[src/rtl/mov_issue_ctrl.sv]
// Initiator side of the register-move handshake: buffers decoded instructions,
// issues MOV commands to the move executor and retires them on its active-low completion flag.
module mov_issue_ctrl #(
  parameter int         DEPTH_LOG2 = 2,
  parameter int         MIN_WAIT   = 3,
  parameter int         TIMEOUT    = 15,
  parameter logic [3:0] MOV_OP     = 4'b1011
) (
  input  logic       clk,
  input  logic       rst,
  input  logic       instr_valid,
  input  logic [9:0] instr,
  output logic       instr_ready,
  output logic [3:0] ctr1,
  output logic [2:0] radd1,
  output logic [2:0] radd2,
  input  logic       ctr2,
  output logic       busy,
  output logic       retired,
  output logic       illegal,
  output logic       err_timeout,
  output logic [7:0] retire_cnt
);

  localparam int DEPTH = 1 << DEPTH_LOG2;
  localparam int CW    = $clog2(TIMEOUT);

  localparam logic [1:0] S_IDLE   = 2'd0;
  localparam logic [1:0] S_ISSUE  = 2'd1;
  localparam logic [1:0] S_WAIT   = 2'd2;
  localparam logic [1:0] S_RETIRE = 2'd3;

  logic [9:0]            mem [DEPTH];
  logic [DEPTH_LOG2-1:0] wr_ptr;
  logic [DEPTH_LOG2-1:0] rd_ptr;
  logic [DEPTH_LOG2:0]   count;
  logic                  full;
  logic                  empty;
  logic                  push;
  logic                  pop;
  logic [9:0]            head;
  logic [1:0]            state;
  logic [CW-1:0]         wait_cnt;

  assign full        = (count == (DEPTH_LOG2+1)'(DEPTH));
  assign empty       = (count == '0);
  assign instr_ready = !full;
  assign push        = instr_valid && !full;
  assign pop         = (state == S_IDLE) && !empty;
  assign head        = mem[rd_ptr];
  assign busy        = (state != S_IDLE) || !empty;

  // Storage needs no reset: flushing the pointers and count empties the buffer.
  always_ff @(posedge clk) begin
    if (push) begin
      mem[wr_ptr] <= instr;
    end
  end

  always_ff @(posedge clk) begin
    if (rst) begin
      wr_ptr <= '0;
      rd_ptr <= '0;
      count  <= '0;
    end else begin
      if (push) begin
        wr_ptr <= wr_ptr + 1'b1;
      end
      if (pop) begin
        rd_ptr <= rd_ptr + 1'b1;
      end
      case ({push, pop})
        2'b10:   count <= count + 1'b1;
        2'b01:   count <= count - 1'b1;
        default: count <= count;
      endcase
    end
  end

  // Completion is only trusted once the executor has had MIN_WAIT cycles to
  // drop a stale flag left over from the previous move.
  always_ff @(posedge clk) begin
    if (rst) begin
      state       <= S_IDLE;
      wait_cnt    <= '0;
      ctr1        <= 4'b0000;
      radd1       <= 3'd0;
      radd2       <= 3'd0;
      retired     <= 1'b0;
      illegal     <= 1'b0;
      err_timeout <= 1'b0;
      retire_cnt  <= 8'd0;
    end else begin
      retired <= 1'b0;
      illegal <= 1'b0;
      ctr1    <= 4'b0000;
      case (state)
        S_IDLE: begin
          if (pop) begin
            if (head[9:6] == MOV_OP) begin
              ctr1  <= MOV_OP;
              radd1 <= head[5:3];
              radd2 <= head[2:0];
              state <= S_ISSUE;
            end else begin
              illegal <= 1'b1;
            end
          end
        end
        S_ISSUE: begin
          wait_cnt <= '0;
          state    <= S_WAIT;
        end
        S_WAIT: begin
          wait_cnt <= wait_cnt + 1'b1;
          if ((wait_cnt >= CW'(MIN_WAIT - 1)) && !ctr2) begin
            retired    <= 1'b1;
            retire_cnt <= retire_cnt + 8'd1;
            state      <= S_RETIRE;
          end else if (wait_cnt == CW'(TIMEOUT - 1)) begin
            err_timeout <= 1'b1;
            state       <= S_IDLE;
          end
        end
        S_RETIRE: begin
          state <= S_IDLE;
        end
        default: begin
          state <= S_IDLE;
        end
      endcase
    end
  end

endmodule

[config.mk]
export PLATFORM = sky130hd
export DESIGN_NAME = mov_issue_ctrl
export DESIGN_NICKNAME = d
export VERILOG_FILES = /design/src/rtl/mov_issue_ctrl.sv
export SDC_FILE = /design/constraint.sdc
export NUM_CORES = 1
export LEC_CHECK = 0
export ABC_AREA = 1
export CAP_MARGIN = 40
export CORE_MARGIN = 10
export CORE_UTILIZATION = 50
export DETAILED_ROUTE_END_ITERATION = 12
export PLACE_DENSITY = 0.74
export SYNTH_ARGS = -nofsm -noshare
export SYNTH_HDL_FRONTEND = slang
export SYNTH_SLANG_ARGS = --single-unit
[constraint.sdc]
create_clock -name clk -period 3 [get_ports clk]
set_input_delay 0.3 -clock clk [delete_from_list [all_inputs] [get_ports clk]]
set_output_delay 0.3 -clock clk [all_outputs]
set_load 0.01 [all_outputs]
==> flow_metrics.env, run 1 <==
export IMPL_seqCellArea_sq_um=1860
export IMPL_fillers=501
export IMPL_grt_max_degree=24
export IMPL_slowest_delay_ps=390
export IMPL_finalCritPeriodShare=0.710
export IMPL_ctsRootBufferMaster="clkbuf_8"
export IMPL_multi_input_area_sq_um=970
export IMPL_hold_viol=0
export IMPL_ir_drop_v=0.000448
export IMPL_dp_hpwl_mm=4.07
export IMPL_cts_sinks=73
export IMPL_syn_area_sq_um=3080
export IMPL_cts_resized=0
export IMPL_clk_insertion_delay_late_ps=330
export IMPL_io_pins=37
export IMPL_via_count=2110
export IMPL_grt_pass1_wl_mm=9.66
export IMPL_gp_congestion=0.795
export IMPL_outcome="completed"
export IMPL_hp_class="reg2reg"
export IMPL_arrival_ps=2350
export IMPL_layout_drive_gt1_share=0.0849
export IMPL_synth_area_leaders="edfxtp_1 (39%), dfxtp_1 (21%), inv_1 (5.8%)"
export IMPL_cap_violations=0
export IMPL_fin_crit_ps=2130
export IMPL_firstDrtPassIters=4
export IMPL_cts_buffers=9
export IMPL_syn_to_final_growth_pct=20.4
export IMPL_crit_fanout=6
export IMPL_track_usage=0.120
export IMPL_grt_antenna_before_repair=0
export IMPL_critPathBufInv=3
export IMPL_cts_buffer_depth=2
export IMPL_rows=28
export IMPL_antenna_left=0
export IMPL_p_per_area_nw_per_um2=751
export IMPL_seq_area_frac_synth=0.604
export IMPL_cts_setup_buffers=0
export IMPL_cts_tree="yes"
export IMPL_cp_top_family="adder cells"
export IMPL_dpl_cell_area_sq_um=3490
export IMPL_setup_violations=0
export IMPL_grt_overflow=0
export IMPL_slew_headroom=0.582
export IMPL_syn_inst=320
export IMPL_core_sq_um=5960
export IMPL_die_area_sq_um=9710
export IMPL_clkSlewWorstSetupHoldPaths_ps=70
export IMPL_rsz0062_at_grt="false"
export IMPL_p_leak_uw=0.00150
export IMPL_drc=0
export IMPL_stdcell_area_sq_um=3710
export IMPL_fmax_mhz=469
export IMPL_n_antenna_cell=0
export IMPL_die_w_microns=98.5
export IMPL_critPathLaunchType="flip-flop"
export IMPL_tightest_slew_ps=626
export IMPL_start_util=0.518
export IMPL_path_cells="inv_1, ha_1, nand2_1, inv_1, ha_1, inv_1, fa_1, a21oi_1, o21ai_0, o21ai_0, a21oi_1"
export IMPL_via_per_inst=4.80
export IMPL_synth_seq_cells=73
export IMPL_yosysWarnings=0
export IMPL_yosysTopAreaCell="edfxtp_1"
export IMPL_worstPathRequired_ps=3220
export IMPL_yosys_area_top_type_share=0.390
export IMPL_grt_pass1_vias=2093
export IMPL_finalWirelength_mm=5.65
export IMPL_cpMostUsedCell="inv_1"
export IMPL_yosysUniqueCellTypes=27
export IMPL_wire_per_inst_microns=12.8
export IMPL_io_buffer_count=35
export IMPL_drt_iter0_drc=98
export IMPL_h_tree_depth=3
export IMPL_critical_path_class="reg2reg"
export IMPL_ctsHoldBuffers=0
export IMPL_crit_slowest_cell="fa_1"
export IMPL_synth_area_per_cell_sq_um=9.63
export IMPL_finalClockSkew_ps=11.8
export IMPL_report_final_slew_viol_count=0
export IMPL_finalSetupTns_ps=0
export IMPL_nets=386
export IMPL_synth_nets=346
export IMPL_die_h_microns=98.5
export IMPL_cp_end_kind="flip-flop"
-- cells by family after synthesis --
kind of cell               count (synthesis)  synth area share
AOI/OAI and AO/OA                         51            0.0852
xor gates and xnor gates                   1           0.00284
adders and majority gates                 12            0.0511
buffers and inverters                     59            0.0816
DFF                                       73             0.604
other                                      1           0.00122
and+or+nand+nor                          123             0.174
-- registers in the layout (all words and copies together), names as in the netlist, named ones only --
| register | count |
|---|---|
| mem | 40 |
| retire_cnt | 8 |
| wait_cnt | 4 |
| count | 3 |
| radd1 | 3 |
| radd2 | 3 |
| rd_ptr | 2 |
| state | 2 |
| wr_ptr | 2 |
| ctr1 | 1 |
| err_timeout | 1 |
| illegal | 1 |
| retired | 1 |
-- placed cells by master, fill, tap and decap left out, types with 5 or more instances in the layout --
cell             instances
o22ai_1                  6
inv_1                   48
nand2_2                  5
edfxtp_1                40
nand3_1                 11
dfxtp_1                 33
nand2_1                 45
nor2_1                  48
clkdlybuf4s50_1         35
a21oi_1                 21
ha_1                    11
nor3_1                   5
o21ai_0                 23
clkbuf_8                10
-- cell usage after synthesis --
cell and count:
a21oi_1 21, and3_1 2, buf_2 3, buf_4 3, buf_6 2, clkbuf_1 2, conb_1 1, dfxtp_1 33
edfxtp_1 40, fa_1 1, ha_1 11, inv_1 48, inv_2 1, nand2_1 45, nand2_2 5, nand3_1 11
nand3_2 1, nand3_4 1, nand4_1 1, nor2_1 48, nor2_2 3, nor2_4 1, nor3_1 5, o21ai_0 23
o21ai_1 1, o22ai_1 6, xor2_1 1
-- power breakdown --
| group | total, uW | switching, uW | leakage (uW) | internal [uW] |
|---|---|---|---|---|
| Combinational | 682 | 412 | 0.000756 | 270 |
| Clock | 838 | 348 | 0.000106 | 490 |
| Sequential | 1270 | 82.7 | 0.000635 | 1180 |
-- path summary, 6_finish.rpt --
kind	startpoint	slack (ps)	cells past startpoint	to
setup / recovery	state[1]	870	11	count[2]
hold / removal	count[0]	450	1	count[0]
setup reg to reg	state[1]	870	11	count[2]
hold reg to reg	count[0]	450	1	count[0]
-- layout make-up --
cell class	count	share of cell area
Multi-Input combinational cell	188	0.261
Tap cell	75	0.0253
Clock buffer	11	0.0381
Sequential cell	73	0.502
Timing Repair Buffer	39	0.102
Inverter	49	0.0496
Clock inverter	5	0.0216
-- per-stage QoR --
step                hold WS [ps]  power (uW)  std cells   util  worst slack (ps)
floorplan                    399        1750        320      -              1110
detailed placement           447        1970        424  0.586               837
finish                       450        2790        440  0.623               870
global route                 488        2980        440  0.623               700
CTS                          457        2810        440  0.623               898
global placement             439        1950        424  0.586               916
-- routing by layer --
layer  part of all wire  global-route usage  up-vias
li1                   -                   -     1115
met1               0.44               0.135      955
met2               0.51               0.209       34
met3              0.042              0.0272        6
met4              0.014              0.0595        0
met5                  0                   0        -
Note: power is estimated with default switching activity, not from simulation.
==> inputs of run 2 (changes only) <==
==> constraint.sdc (replaced) <==
create_clock -name clk -period 2.17 [get_ports clk]
set_input_delay 0.217 -clock clk [delete_from_list [all_inputs] [get_ports clk]]
set_output_delay 0.217 -clock clk [all_outputs]
set_load 0.01 [all_outputs]
==> run 2 against run 1 <==
Compared with the run above: non-clock buffer count increased by 4; sequential share of layout area shrank 0.10 points; design area grew 0.20%; sequential cell count unchanged; sequential power is 37% higher; power up 36%; cell count grew 0.91%.
==> flow_metrics.env, run 2 (synthesis gave the netlist of run 1 again) <==
export IMPL_grt_pass1_vias=2006
export IMPL_crit_slowest_cell="fa_1"
export IMPL_slowest_delay_ps=370
export IMPL_min_to="count[0]"
export IMPL_final_common_cell="nor2_1"
export IMPL_rows=28
export IMPL_grt_pass1_wl_mm=9.18
export IMPL_dp_hpwl_mm=3.98
export IMPL_fin_crit_ps=1980
export IMPL_hold_slack_ps=451
export IMPL_reg2reg_from="state[1]"
export IMPL_core_sq_um=5960
export IMPL_p_per_area_nw_per_um2=1020
export IMPL_fin_util=0.624
export IMPL_reg2reg_depth=11
export IMPL_report_final_slew_viol_count=0
export IMPL_pre_cts_ws_ps=101
export IMPL_power_uw=3790
export IMPL_die_w_microns=98.5
export IMPL_finalCritPeriodShare=0.914
export IMPL_layout_drive_gt1_share=0.0949
export IMPL_finalWirelength_mm=5.55
export IMPL_hold_viol=0
export IMPL_worstPathRequired_ps=2390
export IMPL_critPathLaunchType="flip-flop"
export IMPL_hold_path_depth=1
export IMPL_track_usage=0.116
export IMPL_path_cells="inv_1, ha_1, nand2_1, inv_2, ha_1, inv_1, fa_1, a21oi_1, o21ai_0, o21ai_1, a21oi_1"
export IMPL_n_antenna_cell=0
export IMPL_grt_antenna_before_repair=0
export IMPL_p_leak_uw=0.00151
export IMPL_largestRegisters="mem: 40 flops, retire_cnt: 8 flops, wait_cnt: 4 flops"
export IMPL_cp_end_kind="flip-flop"
export IMPL_cts_buffers=9
export IMPL_setup_violations=0
export IMPL_cts_sinks=73
export IMPL_gp_congestion=0.731
export IMPL_crit_fanout=6
export IMPL_antenna_left=0
export IMPL_timing_rr_end="count[2]"
export IMPL_regMostFlops="mem"
export IMPL_dp_cells=427
export IMPL_nets=390
export IMPL_drt_iter0_drc=62
export IMPL_critical_path_class="reg2reg"
export IMPL_fmax_mhz=504
export IMPL_die_h_microns=98.5
export IMPL_syn_to_final_growth_pct=20.6
export IMPL_cap_violations=0
export IMPL_io_buffer_count=35
export IMPL_via_per_inst=4.83
export IMPL_hp_class="reg2reg"
export IMPL_outcome="completed"
export IMPL_cts_tree="yes"
export IMPL_ctsRootBufferMaster="clkbuf_8"
export IMPL_final_cell_mix="nor2_1 (48), inv_1 (47), nand2_1 (45), edfxtp_1 (40), clkdlybuf4s50_1 (35)"
export IMPL_h_tree_depth=3
export IMPL_wire_per_inst_microns=12.5
export IMPL_drc=0
export IMPL_clk_insertion_delay_late_ps=340
export IMPL_arrival_ps=2200
export IMPL_grt_max_degree=13
export IMPL_largest_reg_flops=40
export IMPL_fillers=518
export IMPL_clkSlewWorstSetupHoldPaths_ps=70
export IMPL_die_area_sq_um=9710
export IMPL_r2r_slack_ps=190
export IMPL_finalClockSkew_ps=8.59
export IMPL_finalWorstSetupSlack_ps=187
export IMPL_ir_drop_v=0.000556
export IMPL_grt_overflow=0
export IMPL_cts_buffer_depth=2
export IMPL_firstDrtPassIters=4
export IMPL_via_count=2146
export IMPL_min_from="count[0]"
export IMPL_io_pins=37
export IMPL_start_util=0.518
export IMPL_stdcell_count=444
==> run 2: critical path: cells and delay by family, from the launching register on <==
kind	cells	cell delay [ps]
adders and majority gates	3	720
DFF	1	340
AOI/OAI and AO/OA	4	440
buffers and inverters	3	280
and+or+nand+nor	1	100
==> run 2: worst max-delay path by stage <==
stage / startpoint / to / slack, ps / cells past startpoint
floorplan: state[1] / count[2] / 280 / 11
global placement: state[1] / count[2] / 180 / 11
detailed placement: state[1] / count[2] / 100 / 11
CTS: state[1] / count[2] / 90 / 11
global route: state[1] / count[2] / -2 / 11
finish: state[1] / count[2] / 190 / 11
==> run 2: area by class of cell <==
class | instances | area [sq um] | area share
inverter | 49 | 184 | 0.0495
multi-input combinational | 188 | 970 | 0.261
sequential | 73 | 1860 | 0.501
clock buffer | 13 | 159 | 0.0427
clock inverter | 3 | 40.0 | 0.0108
tap | 75 | 93.8 | 0.0252
timing repair buffer | 43 | 410 | 0.110
==> run 2: what timing repair did <==
action	CTS	global route
setup endpoints to repair	0	1
gates resized for setup	0	2
hold endpoints to repair	0	0
buffers inserted	0	1
hold buffers	0	0
==> run 2: where the power goes <==
group	internal, uW	switching, uW	leakage (uW)
Clock	591	453	0.000103
Combinational	400	609	0.000774
Sequential	1640	101	0.000635
Total	2630	1160	0.00151
==> run 2: layer usage <==
| layer | wire, microns | GRT usage |
|---|---|---|
| met1 | 2410 | 0.128 |
| met2 | 2770 | 0.196 |
| met5 | 0 | 0 |
| met4 | 89 | 0.0518 |
| met3 | 287 | 0.0433 |
==> run 2: per-stage QoR <==
| stage | setup TNS (ps) | instance area [sq um] |
|---|---|---|
| finish | 0 | 3720 |
| global route | -1.83 | 3720 |
| CTS | 0 | 3710 |
| detailed placement | 0 | 3510 |
| global placement | 0 | 3510 |
| floorplan | 0 | 3080 |
==> inputs of run 3 (changes only) <==
--- a/config.mk
+++ b/config.mk
@@ -11,6 +11,7 @@
 export CORE_UTILIZATION = 50
 export DETAILED_ROUTE_END_ITERATION = 12
 export PLACE_DENSITY = 0.74
+export RECOVER_POWER = 100
 export SYNTH_ARGS = -nofsm -noshare
 export SYNTH_HDL_FRONTEND = slang
 export SYNTH_SLANG_ARGS = --single-unit
==> run 3 against run 2 <==
Compared with the run above: utilization down 0.34 points; worst hold slack about the same; sequential share of layout area up 0.27 points; die area unchanged; wire length about the same; power down 0.36%; non-clock buffer count unchanged; via count down 0.70%; clock skew about the same; critical path type unchanged; largest power group unchanged.
==> flow_metrics.env, run 3 (synthesis gave the netlist of run 1 again) <==
export IMPL_largest_reg_flops=40
export IMPL_crit_slowest_cell="fa_1"
export IMPL_p_leak_uw=0.00151
export IMPL_fmax_mhz=504
export IMPL_report_final_slew_viol_count=0
export IMPL_cts_sinks=73
export IMPL_cts_buffers=9
export IMPL_layout_drive_gt1_share=0.0867
export IMPL_worstPathRequired_ps=2400
export IMPL_critPathLaunchType="flip-flop"
export IMPL_arrival_ps=2210
export IMPL_finalWirelength_mm=5.56
export IMPL_drc=0
export IMPL_rows=28
export IMPL_cts_tree="yes"
export IMPL_p_per_area_nw_per_um2=1020
export IMPL_ir_drop_v=0.000556
export IMPL_finalCritPeriodShare=0.914
export IMPL_crit_fanout=6
export IMPL_die_w_microns=98.5
export IMPL_critical_path_class="reg2reg"
export IMPL_regMostFlops="mem"
export IMPL_outcome="completed"
export IMPL_via_per_inst=4.80
export IMPL_syn_to_final_growth_pct=20.0
export IMPL_firstDrtPassIters=4
export IMPL_grt_pass1_vias=2006
export IMPL_via_count=2131
export IMPL_reg2reg_from="state[1]"
export IMPL_slowest_delay_ps=370
export IMPL_die_area_sq_um=9710
export IMPL_cap_violations=0
export IMPL_io_pins=37
export IMPL_nets=390
export IMPL_n_antenna_cell=0
export IMPL_clk_insertion_delay_late_ps=340
export IMPL_die_h_microns=98.5
export IMPL_fin_util=0.621
export IMPL_io_buffer_count=35
export IMPL_h_tree_depth=3
export IMPL_finalClockSkew_ps=8.99
export IMPL_core_sq_um=5960
export IMPL_min_from="count[0]"
export IMPL_dp_hpwl_mm=3.98
export IMPL_gp_congestion=0.731
export IMPL_cp_top_family="adder cells"
export IMPL_path_cells="inv_1, ha_1, nand2_1, inv_2, ha_1, inv_1, fa_1, a21oi_1, o21ai_0, o21ai_1, a21oi_1"
export IMPL_final_common_cell="nor2_1"
export IMPL_drt_iter0_drc=63
export IMPL_fillers=522
export IMPL_grt_pass1_wl_mm=9.18
export IMPL_antenna_left=0
export IMPL_largestRegisters="mem: 40 flops, retire_cnt: 8 flops, wait_cnt: 4 flops"
export IMPL_cp_end_kind="flip-flop"
export IMPL_ctsRootBufferMaster="clkbuf_8"
export IMPL_clkSlewWorstSetupHoldPaths_ps=70
export IMPL_cts_buffer_depth=2
export IMPL_hold_viol=0
export IMPL_track_usage=0.116
export IMPL_startpoint="state[1]"
export IMPL_wire_per_inst_microns=12.5
export IMPL_ctsHoldBuffers=0
export IMPL_grt_overflow=0
export IMPL_pre_cts_ws_ps=101
export IMPL_hp_class="reg2reg"
export IMPL_power_uw=3780
export IMPL_final_cell_mix="nor2_1 (48), inv_1 (47), nand2_1 (46), edfxtp_1 (40), dfxtp_1 (33)"
export IMPL_finalWorstSetupSlack_ps=187
export IMPL_start_util=0.518
export IMPL_critPathBufInv=3
export IMPL_setup_violations=0
export IMPL_grt_max_degree=13
export IMPL_fin_crit_ps=1980
export IMPL_grt_antenna_before_repair=0
run 3: cell count changes in the layout (fill, tap and decap cells not counted), sizes merged:
cell / before / now
dlygate4sd3: 0 / 11
clkdlybuf4s50: 35 / 24
run 3: path summary, 6_finish.rpt:
check        endpoint  slack (ps)  cells past startpoint
min reg2reg  count[0]         450                      1
max reg2reg  count[2]         190                     11
max          count[2]         190                     11
min          count[0]         450                      1
run 3: power by group:
| group | total [uW] | switching (uW) | internal, uW |
|---|---|---|---|
| Combinational | 993 | 601 | 392 |
| Clock | 1050 | 455 | 591 |
| Sequential | 1740 | 101 | 1640 |
run 3: final cells by class:
cell class,instances,area [sq um],share of cell area
Clock buffer,13,159,0.0430
Clock inverter,3,40.0,0.0108
Inverter,49,184,0.0497
Multi-Input combinational cell,188,950,0.257
Sequential cell,73,1860,0.503
Tap cell,75,93.8,0.0254
Timing Repair Buffer,43,410,0.111
run 3: timing repair:
action,4_1_cts,5_1_grt
endpoints found under the hold margin,0,0
buffers inserted,0,1
gates resized for setup,0,2
endpoints found under the setup margin,0,1
run 3: metal layers:
layer  vias to the layer above  wire length (microns)  global-route usage
li1                       1127                      -                   -
met1                       957                   2400               0.128
met2                        36                   2750               0.196
met3                        11                    286              0.0433
met4                         0                    120              0.0518
met5                         -                      0                   0
run 3: stage by stage:
stage                     instances  TNS (ps)  hold slack (ps)  area, sq um
after CTS                       443         0              455         3710
after floorplan                 320         0              316         3080
after detailed placement        427         0              444         3510
after global placement          427         0              438         3510
final                           444         0              451         3700
after global routing            444     -1.83              463         3700
